==> config.mk <==
export PLATFORM = sky130hd
export DESIGN_NAME = mmio_uart_tx
export DESIGN_NICKNAME = d
export VERILOG_FILES = /design/src/rtl/mmio_uart_pkg.sv /design/src/rtl/mmio_uart_tx_sync_fifo.sv /design/src/rtl/mmio_uart_tx.sv
export SDC_FILE = /design/constraint.sdc
export NUM_CORES = 1
export LEC_CHECK = 0
export CORE_ASPECT_RATIO = 0.75
export CORE_MARGIN = 2
export CORE_UTILIZATION = 35
export DETAILED_ROUTE_END_ITERATION = 10
export DONT_BUFFER_PORTS = 1
export GPL_ROUTABILITY_DRIVEN = 0
export PLACE_DENSITY = 0.5
export SYNTH_ARGS = -nofsm -noshare
export SYNTH_HDL_FRONTEND = slang
export SYNTH_SLANG_ARGS = --single-unit
==> constraint.sdc <==
create_clock -name clk -period 6.5 [get_ports clk]
set_input_delay 1.95 -clock clk [delete_from_list [all_inputs] [get_ports clk]]
set_output_delay 1.95 -clock clk [all_outputs]
set_load 0.01 [all_outputs]
==> src/rtl/mmio_uart_pkg.sv <==
// Shared constants for the memory-mapped UART transmitter: register
// offsets (mem_addr[3:2]), STATUS bit positions and TX FSM state encodings.
package mmio_uart_pkg;

  // Register offsets, indexed by mem_addr[3:2]
  localparam logic [1:0] REG_DATA   = 2'd0;
  localparam logic [1:0] REG_STATUS = 2'd1;
  localparam logic [1:0] REG_DIV    = 2'd2;
  localparam logic [1:0] REG_RSVD   = 2'd3;

  // STATUS register fields
  localparam int STAT_BUSY    = 0;
  localparam int STAT_FULL    = 1;
  localparam int STAT_OVF     = 2;
  localparam int STAT_LVL_LSB = 8;

  // TX state machine encodings
  typedef logic [2:0] tx_state_t;
  localparam tx_state_t ST_IDLE   = 3'd0;
  localparam tx_state_t ST_START  = 3'd1;
  localparam tx_state_t ST_DATA   = 3'd2;
  localparam tx_state_t ST_PARITY = 3'd3;
  localparam tx_state_t ST_STOP   = 3'd4;

endpackage

==> src/rtl/mmio_uart_tx_sync_fifo.sv <==
// Single-clock show-ahead FIFO. Push is ignored when full and pop is
// ignored when empty; full is taken from the registered level, so a push
// into a full FIFO is refused even if a pop happens in the same cycle.
module sync_fifo #(
  parameter int WIDTH = 8,
  parameter int DEPTH = 8,
  localparam int AW   = $clog2(DEPTH),
  localparam int LW   = $clog2(DEPTH) + 1
) (
  input  logic             clk,
  input  logic             rst,
  input  logic             push,
  input  logic             pop,
  input  logic [WIDTH-1:0] din,
  output logic [WIDTH-1:0] dout,
  output logic             full,
  output logic             empty,
  output logic [LW-1:0]    level
);

  logic [WIDTH-1:0] mem_q [DEPTH];
  logic [AW-1:0]    wr_ptr_q, wr_ptr_d;
  logic [AW-1:0]    rd_ptr_q, rd_ptr_d;
  logic [LW-1:0]    level_q, level_d;
  logic             do_wr, do_rd;

  assign full  = (level_q == LW'(DEPTH));
  assign empty = (level_q == '0);
  assign level = level_q;
  assign dout  = mem_q[rd_ptr_q];

  // Next pointer/level values from the qualified push and pop
  always_comb begin
    do_wr    = push && !full;
    do_rd    = pop && !empty;
    wr_ptr_d = do_wr ? wr_ptr_q + AW'(1) : wr_ptr_q;
    rd_ptr_d = do_rd ? rd_ptr_q + AW'(1) : rd_ptr_q;
    case ({do_wr, do_rd})
      2'b10:   level_d = level_q + LW'(1);
      2'b01:   level_d = level_q - LW'(1);
      default: level_d = level_q;
    endcase
  end

  // Pointer and level registers
  always_ff @(posedge clk) begin
    if (rst) begin
      wr_ptr_q <= '0;
      rd_ptr_q <= '0;
      level_q  <= '0;
    end else begin
      wr_ptr_q <= wr_ptr_d;
      rd_ptr_q <= rd_ptr_d;
      level_q  <= level_d;
    end
  end

  // Storage array, written only on an accepted push
  always_ff @(posedge clk) begin
    if (do_wr) mem_q[wr_ptr_q] <= din;
  end

endmodule

==> src/rtl/mmio_uart_tx.sv <==
// Memory-mapped UART transmitter on the PicoRV32 native bus: 16-byte
// register window (DATA/STATUS/DIV/reserved), TX FIFO and 8N1 serialiser.
// Optional feature: define MMIO_UART_TX_PARITY_EN to add an even parity bit
// between the data bits and the stop bit (11-bit frame).
module mmio_uart_tx #(
  parameter logic [31:0] BASE_ADDR  = 32'h1000_0000,
  parameter int          FIFO_DEPTH = 8,
  parameter logic [15:0] DIV_RESET  = 16'd15
) (
  input  logic        clk,
  input  logic        rst,
  input  logic        mem_valid,
  input  logic [31:0] mem_addr,
  input  logic [31:0] mem_wdata,
  input  logic [3:0]  mem_wstrb,
  output logic        sel,
  output logic        mem_ready,
  output logic [31:0] mem_rdata,
  output logic        uart_tx
);
  import mmio_uart_pkg::*;

  localparam int LVL_W = $clog2(FIFO_DEPTH) + 1;

  // Bus decode
  logic        accept, is_wr, data_wr;
  logic [1:0]  reg_off;
  logic [31:0] status_w;
  logic        unused_bits;

  // FIFO interface
  logic             fifo_push, fifo_pop, fifo_full, fifo_empty;
  logic [7:0]       fifo_dout;
  logic [LVL_W-1:0] fifo_level;

  // CSR / bus response registers
  logic        ready_q, ready_d;
  logic [31:0] rdata_q, rdata_d;
  logic        ovf_q, ovf_d;
  logic [15:0] div_q, div_d;

  // TX engine registers
  tx_state_t   state_q, state_d;
  logic [15:0] cnt_q, cnt_d;
  logic [15:0] div_lat_q, div_lat_d;
  logic [7:0]  shift_q, shift_d;
  logic [2:0]  bit_idx_q, bit_idx_d;
  logic        tx_q, tx_d;
  logic        frame_load;
`ifdef MMIO_UART_TX_PARITY_EN
  logic        par_q, par_d;
`endif

  assign sel       = mem_valid && (mem_addr[31:4] == BASE_ADDR[31:4]);
  assign mem_ready = ready_q;
  assign mem_rdata = rdata_q;
  assign uart_tx   = tx_q;

  // Byte lanes and address bits the register map does not use
  assign unused_bits = ^{mem_wdata[31:16], mem_addr[1:0], mem_wstrb[3:2]};

  sync_fifo #(
    .WIDTH (8),
    .DEPTH (FIFO_DEPTH)
  ) u_fifo (
    .clk   (clk),
    .rst   (rst),
    .push  (fifo_push),
    .pop   (fifo_pop),
    .din   (mem_wdata[7:0]),
    .dout  (fifo_dout),
    .full  (fifo_full),
    .empty (fifo_empty),
    .level (fifo_level)
  );

  // Bus decode, STATUS assembly and CSR next-state / read data
  always_comb begin
    accept    = sel && !ready_q;
    is_wr     = |mem_wstrb;
    reg_off   = mem_addr[3:2];
    data_wr   = accept && is_wr && (reg_off == REG_DATA) && mem_wstrb[0];
    fifo_push = data_wr && !fifo_full;

    status_w                         = '0;
    status_w[STAT_BUSY]              = !fifo_empty || (state_q != ST_IDLE);
    status_w[STAT_FULL]              = fifo_full;
    status_w[STAT_OVF]               = ovf_q;
    status_w[STAT_LVL_LSB +: 8]      = 8'(fifo_level);

    ready_d = accept;
    rdata_d = '0;
    ovf_d   = ovf_q;
    div_d   = div_q;
    if (accept) begin
      if (is_wr) begin
        case (reg_off)
          REG_DATA:   if (mem_wstrb[0] && fifo_full) ovf_d = 1'b1;
          REG_STATUS: if (mem_wstrb[0] && mem_wdata[STAT_OVF]) ovf_d = 1'b0;
          REG_DIV: begin
            if (mem_wstrb[0]) div_d[7:0]  = mem_wdata[7:0];
            if (mem_wstrb[1]) div_d[15:8] = mem_wdata[15:8];
          end
          default: ;
        endcase
      end else begin
        case (reg_off)
          REG_STATUS: rdata_d = status_w;
          REG_DIV:    rdata_d = {16'h0000, div_q};
          default:    rdata_d = '0;
        endcase
      end
    end
  end

  // TX state machine: frame sequencing, bit timing and next serial level
  always_comb begin
    state_d    = state_q;
    cnt_d      = cnt_q;
    div_lat_d  = div_lat_q;
    shift_d    = shift_q;
    bit_idx_d  = bit_idx_q;
    fifo_pop   = 1'b0;
    frame_load = 1'b0;
`ifdef MMIO_UART_TX_PARITY_EN
    par_d      = par_q;
`endif

    if (state_q == ST_IDLE) begin
      frame_load = !fifo_empty;
    end else if (cnt_q != 16'd0) begin
      cnt_d = cnt_q - 16'd1;
    end else begin
      // Bit boundary: reload the period counter from the frame's divisor
      cnt_d = div_lat_q;
      case (state_q)
        ST_START: begin
          state_d   = ST_DATA;
          bit_idx_d = 3'd0;
        end
        ST_DATA: begin
          if (bit_idx_q == 3'd7) begin
`ifdef MMIO_UART_TX_PARITY_EN
            state_d = ST_PARITY;
`else
            state_d = ST_STOP;
`endif
          end else begin
            bit_idx_d = bit_idx_q + 3'd1;
            shift_d   = {1'b0, shift_q[7:1]};
          end
        end
`ifdef MMIO_UART_TX_PARITY_EN
        ST_PARITY: state_d = ST_STOP;
`endif
        ST_STOP: begin
          // Chain straight into the next frame when more bytes are queued
          frame_load = !fifo_empty;
          if (fifo_empty) state_d = ST_IDLE;
        end
        default: state_d = ST_IDLE;
      endcase
    end

    // Pop a byte and latch DIV so a mid-frame DIV write cannot stretch bits
    if (frame_load) begin
      fifo_pop  = 1'b1;
      state_d   = ST_START;
      div_lat_d = div_q;
      cnt_d     = div_q;
      shift_d   = fifo_dout;
`ifdef MMIO_UART_TX_PARITY_EN
      par_d     = ^fifo_dout;
`endif
    end

    // Output is registered from the next state so uart_tx is glitch-free
    case (state_d)
      ST_START: tx_d = 1'b0;
      ST_DATA:  tx_d = shift_d[0];
`ifdef MMIO_UART_TX_PARITY_EN
      ST_PARITY: tx_d = par_d;
`endif
      default:  tx_d = 1'b1;
    endcase
  end

  // Control registers: bus response, CSRs, FSM state and serial line
  always_ff @(posedge clk) begin
    if (rst) begin
      ready_q <= 1'b0;
      rdata_q <= '0;
      ovf_q   <= 1'b0;
      div_q   <= DIV_RESET;
      state_q <= ST_IDLE;
      tx_q    <= 1'b1;
    end else begin
      ready_q <= ready_d;
      rdata_q <= rdata_d;
      ovf_q   <= ovf_d;
      div_q   <= div_d;
      state_q <= state_d;
      tx_q    <= tx_d;
    end
  end

  // Datapath registers, always loaded before use at frame start
  always_ff @(posedge clk) begin
    cnt_q     <= cnt_d;
    div_lat_q <= div_lat_d;
    shift_q   <= shift_d;
    bit_idx_q <= bit_idx_d;
`ifdef MMIO_UART_TX_PARITY_EN
    par_q     <= par_d;
`endif
  end

endmodule
Yosys cells after proc, flatten, opt, wreduce, memory -nomap -nowiden --
Memories as Yosys holds them, arrays and structs flattened. A register that Yosys moved wholly into a read port is not among the register bits. Cells that the tools add are included.
Word-level totals: flip-flop bits (word level) 107, memory bits (writable) 64, bits of input ports 71, output and inout port bits 35, logic and storage cells 103, memories 1
Operators by class: add/sub/neg operators 6, equal/unequal tests 18, multiplexer cells 30, bitwise logic cells 3, reduce and logical (&&, ||, !) cells 30
Memories:
- u_fifo.mem_q | words 8, width 8, rd ports 1, clocked after Yosys merged registers in 1, wr ports 1, line mmio_uart_tx_sync_fifo.sv:21 | logic [WIDTH-1:0] mem_q [DEPTH];
Operators with widths (count):
- 16-bit two-way mux | 3
- 8-bit two-way mux | 5
- 16-bit case mux with 2 select lines | 1
- 28-bit by 25-bit equality test with 1-bit output, second input constant | 1
- 3-bit two-way mux | 8
- 4-bit AND reduction | 4
- 16-bit nonzero test | 1
- 16-bit by 1-bit subtractor with 16-bit output, second input constant | 1
- 1-bit logical AND | 10
- 2-bit != test, second input constant | 5
- 3-bit by 1-bit adder with 3-bit output, second input constant | 3
- 3-bit case mux with 3 select lines | 1
- 1-bit two-way mux | 8
- 4-bit case mux with 2 select lines | 1
- 2-bit nonzero test | 4
- 3-bit by 1-bit equality test with 1-bit output, second input constant | 2
- 3-bit by 2-bit equality test with 1-bit output, second input constant | 2
- 3-bit equality test, second input constant | 2
- 3-bit case mux with 2 select lines | 1
- 6-bit OR reduction | 1
- 5-bit AND reduction | 1
- 4-bit by 1-bit adder with 4-bit output, second input constant | 1
- 2-bit by 1-bit equality test with 1-bit output, second input constant | 2
- 2-bit equality test, second input constant | 2
- 12 further kinds | 17

Longest topological paths before layout --
depth in word-level cells 10, mapped depth 14, depth with buffers taken out 13

Cells and area by module --
A second synthesis with hierarchy kept.
Second synthesis, totals: cell total of the unflattened synthesis 517, area, all modules 6961.7 um2
Modules (own cells, without submodules):
- mmio_uart_tx | instances 1, cells an instance 350, area an instance 3809.9 um2, seq. area each 2042.0 um2
- sync_fifo | instances 1, cells an instance 167, area an instance 3151.8 um2, seq. area each 2182.1 um2

Worst setup path before layout --
OpenSTA, ideal clock, no wires.
path kind input to output, start input mem_addr[31], end output sel, arrival 2.831 ns, data required time 4.550 ns, setup slack 1.719 ns, stages 3, cells stage by stage nor4b_1 -> nand4_1 -> nor2_1
On the way: word-level cells in the longest chain between the ends 2
RTL lines:
- start, declared | line mmio_uart_tx.sv:13 | input logic [31:0] mem_addr,
- 28-bit by 25-bit equality test with 1-bit output | line mmio_uart_tx.sv:54 | assign sel = mem_valid && (mem_addr[31:4] == BASE_ADDR[31:4]);
- 1-bit logical AND | line mmio_uart_tx.sv:54
- end, declared | line mmio_uart_tx.sv:16 | output logic sel,
No other way between the ends.

Final worst setup path --
Ends and elaborated chain as after synthesis.

==> results.cfg <==
[run_status]
outcome = complete, no violations

[logic_synthesis]
postSynth.asyncResetShare_pct = 0
post_synthesis_average_cell_area_um2 = 12.91
ys_seq_area_share_pct = 62.09
synth.cell_area_um2 = 6803
synth.yosys.warnings = 0
synth_enable_flop_cells = 106
netlist-cell-type-count = 62
most_common_flop_cell_mapped_by_yosys = sky130_fd_sc_hd__edfxtp_1
postSynthRegisterBits = 158
syn_inst = 527

[worst_setup_path]
r2r-start = u_fifo.level[2]$_SDFFE_PP0P_
startpoint_type = primary input
timing.critical_path.to_type = output pin
worstPathRequired_ns = 4.55
r2r-end = u_fifo.level[3]$_SDFFE_PP0P_
timing.critical_path.slowest_cell_delay_ns = 0.46
path_delay_family = simple AND/OR/NAND/NOR gates
r2r.worst_path.cells = 11
cp_num_buf_inv = 0
critical_path.max_fanout = 5
crit_chain = nor4b_1 > nand4_1 > nor2_1
worstSetupPathType = primary input to output pin
critical_path.slowest_cell = sky130_fd_sc_hd__nor2_1
worst-r2r-setup-slack_ns = 3.03
worst_ep_arrival_time_ns = 3.17

[clock_tree]
cts_hold_repair.buffers = 0
cts_root_buf = sky130_fd_sc_hd__clkbuf_16
post_cts.repair.setup_buffers = 0
cts_resized = 0
clk_path_buf_depth = 2
numClockSinks = 158
clkSlewWorstSetupHoldPaths_ns = 0.06
clock_insertion_delay_worst_skew_ns = 0.42
tritoncts = built
htreeDepth = 4
cts_inserted_buffers = 17

[min_path]
holdPathEnd = div_lat_q[15]$_DFFE_PP_
worst_hold_path.num_cells = 0
hold_class = flip-flop to flip-flop
launch_instance_of_the_worst_min_delay_path = div_q[15]$_SDFFE_PP0P_

[grt]
grt_first_pass_wirelength_mm = 21.49
grt_pass1_vias = 3974
grt_antenna_before_repair = 0
grt_max_degree = 41
globalRoute.totalOverflow = 0
grtUsageTotal_pct = 13.98

[die]
boundaryPins = 106
fp.dieH_um = 124.7
initial_cell_density_of_the_core_pct = 35.41
die_w_um = 165.0
placement_rows = 44
core-area_um2 = 19210
die_area_um2 = 20580

[drt]
detailroute.via_count = 3986
detail_route.iter0.violations = 302
vias_per_cell = 5.008
residual_drc = 0
detail_route.first_pass.iterations = 4
postRouteAntennaNets = 0
routed_wire_length_mm = 13.61
avgRoutedWirePerCell_um = 17.09

[sta]
setup_viol_count_final = 0
max-slew-margin-rel_pct = 27.82
setup_total_negative_slack_ns = 0
grt_setup_unrepaired = false
fmax_mhz = 195.2
total_count_of_hold_check_failures_in_the_final_report = 0
worstMarginPinSlew_ns = 1.073
fin_crit_ns = 5.122
timing.final.crit_share_pct = 78.80
slack_of_the_critical_path_ns = 1.378
whs_ns = 0.4817
drv_slew = 0
final.setup_skew_ns = 0.004907

[finish]
synthToLayoutAreaGrowth_pct = 11.42
instances_no_fill = 796
antennaDiodeCount = 0
postLayoutCellArea_um2 = 7580
design.final.nets = 613
fraction_of_layout_cells_with_a_size_suffix_above_1_pct = 12.89

[placement]
dpl.hpwl_mm = 9.345
io_buffer_count = 0
pre_cts_ws_ns = 1.364
dpl_cell_area_um2 = 6992
cell_count_after_placement = 764

[pwr]
peakVddDrop_mv = 0.1901
powerDensity_nw_per_um2 = 275.4
p_leak_nw = 2.425

[flow_run]
cap_viol_max_count = 0
-- cell usage after synthesis (all sizes together) (10+ instances only) --
master  instances  area (um^2)
and2           11        68.82
nand2          23        86.33
nor2           64        240.2
ha             11        137.6
edfxtp        106         3183
dfxtp          52         1041
o21ai          22        110.1
clkbuf         20        116.4
mux4           16        360.4
buf            21        142.6
a21oi          24        123.9
inv            14        52.55
xnor2          10        87.58
mux2i          23        230.2
nor3           18        90.09
nor4           14        123.9
-- layer usage --
metal  vias to the layer above  part of all wire (%)  GRT usage (%)
li1                       1926                     -              -
met3                        12                   5.3          4.529
met4                         0                   1.1          4.604
met5                         -                     0              0
met2                        96                    45          20.64
met1                      1952                    49          19.40
-- placed cells by master (no fill, tap or decap), drive strengths merged, types with 18 or more instances in the layout --
master,netlist,final
a21oi,24,24
clkbuf,20,22
dfxtp,52,52
edfxtp,106,106
mux2i,23,23
nand2,23,23
nor2,64,64
nor3,18,18
o21ai,22,22
-- report_power, final --
part / total (W) / switching, W / internal (W) / leakage, nW
logic: 0.0000156 / 0.0000108 / 0.00000476 / 0.807
clock network: 0.00100 / 0.000369 / 0.000635 / 0.284
registers: 0.00107 / 0.000000575 / 0.00107 / 1.33
total: 0.00209 / 0.000381 / 0.00171 / 2.42
-- area by class of cell --
cell class	count	area (um^2)
Sequential cell	158	4224
Multi-Input combinational cell	329	2323
Tap cell	253	316.6
Clock inverter	10	143.9
Fill cell	1811	11630
Timing Repair Buffer	10	75.07
Clock buffer	22	444.2
Inverter	14	52.55
-- per-stage QoR --
step	util, %	total power [W]
final	39.45	0.002088
after global routing	39.45	0.002148
after CTS	39.45	0.002103
after detailed placement	36.39	0.001104
after global placement	36.39	0.001104
after floorplan	-	0.001113
-- how the worst max path moves through the flow --
stage / from / end / slack [ns] / cells after the start
2_1_floorplan: mem_addr[31] / sel / 1.72 / 3
3_3_place_gp: mem_addr[31] / sel / 1.39 / 3
3_5_place_dp: mem_addr[31] / sel / 1.36 / 3
4_1_cts: mem_addr[31] / sel / 1.35 / 3
5_1_grt: mem_addr[31] / sel / 1.19 / 3
6_report: mem_addr[31] / sel / 1.38 / 3
-- state kept, by name, summed over array words and instances (netlist names), named ones only --
register and flops:
u_fifo.rd_ptr_q 3, cnt_q 16, shift_q 8, bit_idx_q 3, mem_rdata 16, uart_tx 1
div_q 16, u_fifo.wr_ptr_q 3, u_fifo.level 4, ovf_q 1, state_q 3, mem_ready 1
u_fifo.mem_q 64, div_lat_q 16
-- logic make-up (layout without fill, tap and decap cells) --
logic type | Yosys count | count (layout) | synth area share (%)
fa+ha+maj | 12 | 12 | 2.317
mux | 39 | 39 | 8.681
xor+xnor | 13 | 13 | 1.674
buf+inv | 55 | 56 | 4.580
compound gates | 77 | 77 | 7.100
other cells | 1 | 16 | 0.05512
flops | 158 | 158 | 62.09
simple gates | 172 | 172 | 13.50
(Power assumes the default switching activity.)
